### src/rtl/mips_pkg.sv
// Shared MIPS constants: R-type funct codes for the HI/LO unit, the
// multiply/divide FSM state type, and the default datapath width.
package mips_pkg;

  localparam int MD_WIDTH = 32;

  localparam logic [5:0] FN_MFHI  = 6'h10;
  localparam logic [5:0] FN_MTHI  = 6'h11;
  localparam logic [5:0] FN_MFLO  = 6'h12;
  localparam logic [5:0] FN_MTLO  = 6'h13;
  localparam logic [5:0] FN_MULT  = 6'h18;
  localparam logic [5:0] FN_MULTU = 6'h19;
  localparam logic [5:0] FN_DIV   = 6'h1A;
  localparam logic [5:0] FN_DIVU  = 6'h1B;

  typedef enum logic [1:0] {
    IDLE,
    CALC,
    FIX
  } md_state_e;

endpackage

### src/rtl/md_datapath.sv
// Multiply/divide datapath: operand magnitudes, 2*WIDTH accumulator,
// one shift-add or restoring-subtract step per cycle, and final sign fix.
module md_datapath
  import mips_pkg::*;
#(
  parameter int WIDTH = MD_WIDTH
) (
  input  logic             clk,
  input  logic             rst,
  input  logic             load,
  input  logic             step,
  input  logic [5:0]       funct,
  input  logic [WIDTH-1:0] rs,
  input  logic [WIDTH-1:0] rt,
  output logic [WIDTH-1:0] hi_res,
  output logic [WIDTH-1:0] lo_res
);

  logic [WIDTH-1:0]   a_q, a_d;
  logic [WIDTH-1:0]   b_q, b_d;
  logic [2*WIDTH-1:0] acc_q, acc_d;
  logic               div_q, div_d;
  logic               neg_q, neg_d;
  logic               rem_neg_q, rem_neg_d;
  logic               bzero_q, bzero_d;

  logic               is_div, is_signed, rs_neg, rt_neg;
  logic [WIDTH:0]     mul_sum, div_rem, div_diff;
  logic [2*WIDTH-1:0] product;
  logic [WIDTH-1:0]   quot, rem;

  always_comb begin
    is_div    = (funct == FN_DIV) || (funct == FN_DIVU);
    is_signed = (funct == FN_MULT) || (funct == FN_DIV);
    rs_neg    = is_signed & rs[WIDTH-1];
    rt_neg    = is_signed & rt[WIDTH-1];
    // Multiply: add the multiplicand into the upper half, then shift the whole accumulator right.
    mul_sum   = {1'b0, acc_q[2*WIDTH-1:WIDTH]} + (b_q[0] ? {1'b0, a_q} : '0);
    // Divide: upper half is the partial remainder, lower half collects quotient bits.
    div_rem   = {acc_q[2*WIDTH-1:WIDTH], a_q[WIDTH-1]};
    div_diff  = div_rem - {1'b0, b_q};
  end

  always_comb begin
    a_d       = a_q;
    b_d       = b_q;
    acc_d     = acc_q;
    div_d     = div_q;
    neg_d     = neg_q;
    rem_neg_d = rem_neg_q;
    bzero_d   = bzero_q;
    if (load) begin
      a_d       = rs_neg ? -rs : rs;
      b_d       = rt_neg ? -rt : rt;
      acc_d     = '0;
      div_d     = is_div;
      neg_d     = rs_neg ^ rt_neg;
      rem_neg_d = rs_neg;
      bzero_d   = (rt == '0);
    end else if (step) begin
      if (div_q) begin
        acc_d = {(div_diff[WIDTH] ? div_rem[WIDTH-1:0] : div_diff[WIDTH-1:0]),
                 acc_q[WIDTH-2:0], ~div_diff[WIDTH]};
        a_d   = {a_q[WIDTH-2:0], 1'b0};
      end else begin
        acc_d = {mul_sum, acc_q[WIDTH-1:1]};
        b_d   = {1'b0, b_q[WIDTH-1:1]};
      end
    end
  end

  always_comb begin
    product = neg_q ? -acc_q : acc_q;
    quot    = acc_q[WIDTH-1:0];
    rem     = acc_q[2*WIDTH-1:WIDTH];
    if (div_q) begin
      // Divide by zero leaves the raw dividend as remainder; quotient is forced to all ones.
      lo_res = bzero_q ? '1 : (neg_q ? -quot : quot);
      hi_res = rem_neg_q ? -rem : rem;
    end else begin
      hi_res = product[2*WIDTH-1:WIDTH];
      lo_res = product[WIDTH-1:0];
    end
  end

  always_ff @(posedge clk) begin
    if (rst) begin
      a_q       <= '0;
      b_q       <= '0;
      acc_q     <= '0;
      div_q     <= 1'b0;
      neg_q     <= 1'b0;
      rem_neg_q <= 1'b0;
      bzero_q   <= 1'b0;
    end else begin
      a_q       <= a_d;
      b_q       <= b_d;
      acc_q     <= acc_d;
      div_q     <= div_d;
      neg_q     <= neg_d;
      rem_neg_q <= rem_neg_d;
      bzero_q   <= bzero_d;
    end
  end

endmodule

### src/rtl/ex_muldiv.sv
// EX-stage iterative multiply/divide unit: owns HI/LO, sequences WIDTH
// iterations plus a sign-fix cycle, and stalls dependent HI/LO accesses.
module ex_muldiv
  import mips_pkg::*;
#(
  parameter int WIDTH = MD_WIDTH
) (
  input  logic             clk,
  input  logic             rst,
  input  logic             req_valid,
  input  logic [5:0]       funct_in,
  input  logic [WIDTH-1:0] RsData_in,
  input  logic [WIDTH-1:0] RtData_in,
  output logic             stall,
  output logic             busy,
  output logic [WIDTH-1:0] hi_out,
  output logic [WIDTH-1:0] lo_out,
  output logic [WIDTH-1:0] mf_data
);

  localparam int CW = $clog2(WIDTH);

  md_state_e        state_q, state_d;
  logic [CW-1:0]    count_q, count_d;
  logic [WIDTH-1:0] hi_q, hi_d, lo_q, lo_d;
  logic             busy_q;
  logic             md_op, mf_op, mt_op;
  logic             dp_load, dp_step;
  logic [WIDTH-1:0] hi_res, lo_res;

  always_comb begin
    md_op = req_valid && (funct_in == FN_MULT || funct_in == FN_MULTU ||
                          funct_in == FN_DIV  || funct_in == FN_DIVU);
    mf_op = req_valid && (funct_in == FN_MFHI || funct_in == FN_MFLO);
    mt_op = req_valid && (funct_in == FN_MTHI || funct_in == FN_MTLO);
    stall = (md_op || mf_op || mt_op) && (state_q != IDLE);
    if (mf_op && funct_in == FN_MFHI) begin
      mf_data = hi_q;
    end else if (mf_op) begin
      mf_data = lo_q;
    end else begin
      mf_data = '0;
    end
  end

  always_comb begin
    state_d = state_q;
    count_d = count_q;
    hi_d    = hi_q;
    lo_d    = lo_q;
    dp_load = 1'b0;
    dp_step = 1'b0;
    case (state_q)
      IDLE: begin
        if (md_op) begin
          dp_load = 1'b1;
          count_d = '0;
          state_d = CALC;
        end else if (mt_op) begin
          if (funct_in == FN_MTHI) begin
            hi_d = RsData_in;
          end else begin
            lo_d = RsData_in;
          end
        end
      end
      CALC: begin
        dp_step = 1'b1;
        if (count_q == CW'(WIDTH - 1)) begin
          state_d = FIX;
        end else begin
          count_d = count_q + 1'b1;
        end
      end
      FIX: begin
        hi_d    = hi_res;
        lo_d    = lo_res;
        count_d = '0;
        state_d = IDLE;
      end
      default: state_d = IDLE;
    endcase
  end

  always_ff @(posedge clk) begin
    if (rst) begin
      state_q <= IDLE;
      count_q <= '0;
      hi_q    <= '0;
      lo_q    <= '0;
      busy_q  <= 1'b0;
    end else begin
      state_q <= state_d;
      count_q <= count_d;
      hi_q    <= hi_d;
      lo_q    <= lo_d;
      busy_q  <= (state_d != IDLE);
    end
  end

  md_datapath #(.WIDTH(WIDTH)) u_dp (
    .clk    (clk),
    .rst    (rst),
    .load   (dp_load),
    .step   (dp_step),
    .funct  (funct_in),
    .rs     (RsData_in),
    .rt     (RtData_in),
    .hi_res (hi_res),
    .lo_res (lo_res)
  );

  assign busy   = busy_q;
  assign hi_out = hi_q;
  assign lo_out = lo_q;

endmodule

### config.mk
export PLATFORM = sky130hd
export DESIGN_NAME = ex_muldiv
export DESIGN_NICKNAME = d
export VERILOG_FILES = /design/src/rtl/mips_pkg.sv /design/src/rtl/md_datapath.sv /design/src/rtl/ex_muldiv.sv
export SDC_FILE = /design/constraint.sdc
export NUM_CORES = 1
export LEC_CHECK = 0
export BUFFER_PORTS_ARGS = -buffer_cell sky130_fd_sc_hd__buf_4
export CAP_MARGIN = 40
export CORE_ASPECT_RATIO = 0.8
export CORE_MARGIN = 4
export CORE_UTILIZATION = 50
export DETAILED_ROUTE_END_ITERATION = 12
export GPL_TIMING_DRIVEN = 0
export PLACE_DENSITY = 0.7
export SLEW_MARGIN = 20
export SYNTH_ARGS = -nofsm -noshare
export SYNTH_HDL_FRONTEND = slang
export SYNTH_SLANG_ARGS = --single-unit
### constraint.sdc
create_clock -name clk -period 4.7 [get_ports clk]
set_input_delay 0.705 -clock clk [delete_from_list [all_inputs] [get_ports clk]]
set_output_delay 0.705 -clock clk [all_outputs]
set_load 0.01 [all_outputs]
* Word-level counts from Yosys, hierarchy flattened
Index checks and enable logic that the tools add are counted.
** Word-level totals
- Input bits :: 73
- Output and inout bits :: 98
- Bits in registers :: 204
** Operators by class
- Multiplexer cells :: 36
- Add/sub/neg operators :: 8
- Bitwise logic cells :: 4
- Reduce and logical (&&, ||, !) cells :: 28
- Eq/ne operators :: 18
** Operator list (number)
- $mux 32 :: 23
- $mux 64 :: 2
- $neg 32->32 :: 4
- $pmux 32 s2 :: 2
- $neg 64->64 :: 1
- $eq 6x5->1 const B :: 8
- $add 32x33->33 :: 1
- $sub 33x32->33 :: 1
- $logic_not 32->1 :: 1
- $pmux 5 s3 :: 1
- $ne 2x2->1 const B :: 7
- $mux 5 :: 2
- $reduce_bool 2->1 :: 5
- $logic_or 1x1->1 :: 9
- $reduce_and 4->1 :: 2
- $add 5x1->5 const B :: 1
- $eq 5x5->1 const B :: 1
- $logic_and 1x1->1 :: 5
- $mux 2 :: 2
- $pmux 2 s2 :: 1
- $reduce_and 2->1 :: 2
- $mux 1 :: 3
- $reduce_and 3->1 :: 1
- $reduce_bool 3->1 :: 1
- 7 further kinds :: 8

* Depth between registers and ports, before layout
- Word-level depth :: 9
- Depth in mapped cells :: 14
- Depth with buffers taken out :: 12

* Hierarchy
Synthesis repeated with hierarchy kept, for this count alone.
** Second synthesis, totals
- Cells, all modules :: 2186
- Area, all modules :: 16530.9 sq um
** Modules (own cells, without submodules)
- md_datapath :: times used 1, area each 12438.2 sq um, cells an instance 1725
- ex_muldiv :: times used 1, area each 4092.7 sq um, cells an instance 461

* Worst setup path after synthesis
No wires, ideal clock.
- Path kind :: register to register
- Start :: reg u_dp.b_q[0]
- End :: reg u_dp.acc_q[62]
- Slack :: 1.522 ns
- Stages on the path, launching flop included :: 13
- Buffers on the path :: 1
- Required time :: 4.585 ns
- Arrival time :: 3.064 ns
- Cell sequence :: dfxtp_1 clkbuf_1 and2_1 ha_1 a2111oi_0 o21ai_0 nand3_1 a21oi_1 o31ai_1 o21ba_2 o21ai_0 xnor2_1 a2111oi_0
** Between the ends
- Word-level cells in the longest chain between the ends :: 3
** Ends and longest elaborated chain
- start: declaration :: RTL line md_datapath.sv:20 : logic [WIDTH-1:0] b_q, b_d;
- start signal: assignment :: RTL line md_datapath.sv:89 : b_q <= '0;
- start signal: assignment :: RTL line md_datapath.sv:97 : b_q <= b_d;
- $mux 32 / $sub 33x32->33 (equally long branches) :: RTL line md_datapath.sv:38, md_datapath.sv:41
- $add 32x33->33 / $mux 32 (equally long branches) :: RTL line md_datapath.sv:38, md_datapath.sv:62
- $mux 64 * :: RTL line md_datapath.sv:61 : if (div_q) begin
- end signal: assignment :: RTL line md_datapath.sv:90 : acc_q <= '0;
- end signal: assignment :: RTL line md_datapath.sv:98 : acc_q <= acc_d;
- end: declaration :: RTL line md_datapath.sv:21 : logic [2*WIDTH-1:0] acc_q, acc_d;
Every way passes the cells marked *; elsewhere a longest branch is shown, timed or not.
A chain may end at the register's enable or synchronous reset.

* Worst setup path in the final report
- Start :: reg u_dp.acc_q[32]
- End :: reg u_dp.acc_q[0]
** Between the ends
- Word-level cells in the longest chain between the ends :: 3
** Ends and longest elaborated chain
- $sub 33x32->33 :: RTL line md_datapath.sv:41 : div_diff = div_rem - {1'b0, b_q};
- $not 1->1 :: RTL line md_datapath.sv:63 : acc_q[WIDTH-2:0], ~div_diff[WIDTH]};
- $mux 64 :: RTL line md_datapath.sv:61
Every way passes these cells.

==> impl_metrics.py <==
metrics = {
    "critical_path": {
        "arrival_ns": 4.79,
        "crit_fanout": 10,
        "r2r_end": "u_dp.acc_q[0]$_SDFFE_PP0P_",
        "startpoint_type": "flip-flop",
        "crit_type": "flip-flop to flip-flop",
        "reg2reg_depth": 13,
        "cp.required_ns": 5.07,
        "reg2reg_from": "u_dp.acc_q[32]$_SDFFE_PP0P_",
        "ff2ff_setup_slack_ns": 0.28,
        "end_kind": "flip-flop",
    },
    "clock_tree": {
        "max-clock-path-buffers": 3,
        "hold_buffers": 0,
        "clkTransAtPathRegs_ns": 0.07,
        "cts_root_buffer": "clkbuf_16",
        "clock_sinks": 204,
        "cts_tree": "built",
        "h-tree-depth": 1,
        "cts_made_buffers": 23,
        "clk_latency_ns": 0.55,
        "ctsResizeCount": 0,
        "postCtsSetupRepairBufs": 0,
    },
    "timing": {
        "final.setup.tns_ns": 0,
        "period_share": 0.940,
        "setup-violations-final": 0,
        "hold_viol_final": 0,
        "finalWorstPathRequiredPeriod_ns": 4.42,
        "tightest_slew_ns": 0.913,
        "rsz0062_at_grt": "false",
        "skew_ns": 0.0240,
        "relSlewSlack": 0.392,
        "fmax_ghz": 0.226,
        "slew_violations": 0,
    },
    "global_route": {
        "grt_pass1_wl_um": 103000,
        "grt_pass1_vias": 16749,
        "grt_usage": 0.370,
        "grt_start_max_net_pins": 13,
        "grt-ovfl-total": 0,
        "antenna_found_initial": 2,
    },
    "cells_and_area": {
        "nFillCells": 3004,
        "multi_input_area_um2": 11300,
        "regArea_um2": 4080,
        "nets": 2547,
        "syn2layout_area_growth_pct": 16.2,
        "drive_above_1_share": 0.113,
    },
    "yosys": {
        "synth_ff_type": "dfxtp_1",
        "synth_edf_count": 0,
        "yosysSeqAreaShare": 0.251,
        "synthCells": 2193,
        "yosysWarnings": 0,
        "synth.net_count": 2339,
        "synth-seq-cells": 204,
        "syn_area_per_cell_um2": 7.41,
        "synth-async-reset-ratio": 0,
        "synth_cell_type_count": 82,
        "synth_area_um2": 16300,
    },
    "floorplan": {
        "design.core.area_um2": 31700,
        "dieArea_um2": 35500,
        "die_h_um": 169,
        "row_count": 58,
        "die_x_um": 210,
        "start_util": 0.513,
        "ioPinCount": 171,
    },
    "pwr": {
        "comb_power_share": 0.218,
        "switching_power_uw": 1460,
        "vdd_drop_max_mv": 0.217,
        "finalPower_uw": 4540,
        "leakage_uw": 0.00751,
        "p_int_uw": 3080,
        "swShare": 0.321,
        "p_per_area_nw_per_um2": 240,
        "pwr-share-seq": 0.395,
        "pwr-share-clk": 0.388,
    },
    "routing": {
        "drt-pass1-iter-count": 6,
        "drt_iter0_drc": 2641,
        "drtAntennaViolNets": 0,
        "wl_per_cell_um": 24.5,
        "drt-vias-per-instance": 6.52,
        "drcViolationCount": 0,
        "drt-total-wl_um": 69500,
        "vias": 18503,
    },
    "hold_path": {
        "hold_start": "RtData_in[10]",
        "whs_endpoint": "u_dp.b_q[10]$_SDFFE_PP0P_",
        "min_delay_path_depth": 3,
        "hold_class": "input pin to flip-flop",
    },
    "job": {
        "timing.max_cap.violations": 0,
    },
    "place": {
        "port_buffers": 167,
        "gp_congestion": 1.07,
        "dp_hpwl_um": 55100,
    },
    "status": {
        "outcome": "finished, final reports clean",
    },
}
-- layer usage --
layer	vias up	wire, µm	global-route usage
met5	-	56	0.0106
met3	158	9770	0.131
met1	8818	30400	0.549
met4	4	1830	0.0856
met2	1169	27400	0.510
li1	8354	-	-
-- power by group through the flow --
stage	combinational [µW]	clock [µW]	sequential, µW
floorplan	599	0	1810
global placement	914	0	1830
detailed placement	928	0	1830
CTS	934	1750	1790
global route	1040	1830	1790
finish	988	1760	1790
-- cell type report --
class                      count  share of cell area
clock buffer                  32              0.0349
multi-input combinational   1755               0.596
clock inverter                 7             0.00232
buffer                       167              0.0349
tap                          420              0.0278
inverter                      67              0.0133
sequential                   204               0.216
timing repair buffer         183              0.0739
antenna                        1            0.000132
-- metrics by stage --
| stage | worst slack (ns) | instances | hold slack (ns) | util | instance area [µm²] |
|---|---|---|---|---|---|
| after global placement | 0.490 | 2780 | 0.453 | 0.569 | 18000 |
| after CTS | 0.468 | 2824 | 0.449 | 0.592 | 18800 |
| after detailed placement | 0.496 | 2785 | 0.467 | 0.570 | 18100 |
| after global routing | 0.188 | 2835 | 0.464 | 0.595 | 18900 |
| final | 0.282 | 2836 | 0.458 | 0.596 | 18900 |
| after floorplan | 1.52 | 2193 | 0.436 | - | 16300 |
-- sequential cells by signal (all words and copies together), names as in the netlist --
register,flops
u_dp.neg_q,1
u_dp.a_q,32
busy,1
hi_out,32
state_q,2
u_dp.acc_q,64
count_q,5
u_dp.rem_neg_q,1
lo_out,32
u_dp.b_q,32
u_dp.bzero_q,1
u_dp.div_q,1
-- worst max-delay path by stage --
stage                                      from                           to  slack (ns)  cells after the start
finish              u_dp.acc_q[32]$_SDFFE_PP0P_   u_dp.acc_q[0]$_SDFFE_PP0P_        0.28                     13
global route        u_dp.acc_q[46]$_SDFFE_PP0P_   u_dp.acc_q[0]$_SDFFE_PP0P_        0.19                     13
CTS                 u_dp.acc_q[32]$_SDFFE_PP0P_   u_dp.acc_q[0]$_SDFFE_PP0P_        0.47                     13
detailed placement  u_dp.acc_q[32]$_SDFFE_PP0P_   u_dp.acc_q[0]$_SDFFE_PP0P_        0.50                     13
global placement    u_dp.acc_q[32]$_SDFFE_PP0P_   u_dp.acc_q[0]$_SDFFE_PP0P_        0.49                     13
floorplan              u_dp.b_q[0]$_SDFFE_PP0P_  u_dp.acc_q[62]$_SDFFE_PP0P_        1.52                     12
-- critical path, stage by stage, from the launching register on --
cell and delay [ns]:
dfxtp_1 0.60, inv_1 0.20, fa_1 0.51, nand2b_1 0.19, a21oi_1 0.24, o2111a_1 0.30
o211ai_1 0.16, and4_1 0.27, nor3_2 0.52, buf_2 0.40, buf_2 0.36, nor2_1 0.08
a211oi_1 0.32, a211oi_1 0.11
-- cell families after synthesis --
group | share of synthesized area
simple gates | 0.215
compound gates | 0.279
buf+inv | 0.0560
flops | 0.251
xor+xnor | 0.0911
mux | 0.0507
fa+ha+maj | 0.0571
-- Yosys cell counts (13+ instances only) --
library cell	instances	area share
a21oi_1	186	0.057
o21ai_0	98	0.030
inv_1	67	0.015
and2_1	40	0.015
a311oi_1	40	0.022
or3_1	22	0.0085
mux2i_1	71	0.044
nor3_1	33	0.010
nand2b_1	14	0.0054
nor2_1	289	0.067
a21o_1	39	0.018
o41ai_1	14	0.0075
clkbuf_1	142	0.033
nand3_1	37	0.011
xnor2_1	87	0.047
nand4_1	15	0.0058
xor2_1	82	0.044
o31ai_1	26	0.012
nand2_1	231	0.053
o221ai_1	22	0.012
o211ai_1	13	0.0060
a31oi_1	19	0.0073
buf_1	13	0.0030
a211oi_1	123	0.057
ha_1	71	0.055
dfxtp_1	204	0.25
-- cell usage in the layout, fill, tap and decap left out, drive strengths merged, types with 8 or more instances in the layout --
cell type | synthesis | routed
inv | 67 | 68
nand2b | 14 | 14
and2 | 40 | 40
nor2b | 9 | 9
o31ai | 27 | 27
a31oi | 19 | 19
o211ai | 13 | 13
or3 | 22 | 22
dfxtp | 204 | 204
nor2 | 289 | 289
or4 | 11 | 11
and3 | 8 | 8
a21o | 39 | 39
o21ai | 99 | 99
a211oi | 123 | 123
a311oi | 40 | 40
mux2i | 71 | 71
nor3 | 34 | 34
nand3 | 37 | 37
o221ai | 22 | 22
xor2 | 82 | 82
o41ai | 16 | 16
buf | 23 | 203
xnor2 | 87 | 87
a2111oi | 12 | 12
ha | 71 | 71
nand2 | 231 | 231
clkbuf | 144 | 179
mux2 | 10 | 10
nand4 | 15 | 15
a21oi | 187 | 187
nor4 | 14 | 14
Power figures use the tool's default switching activity.
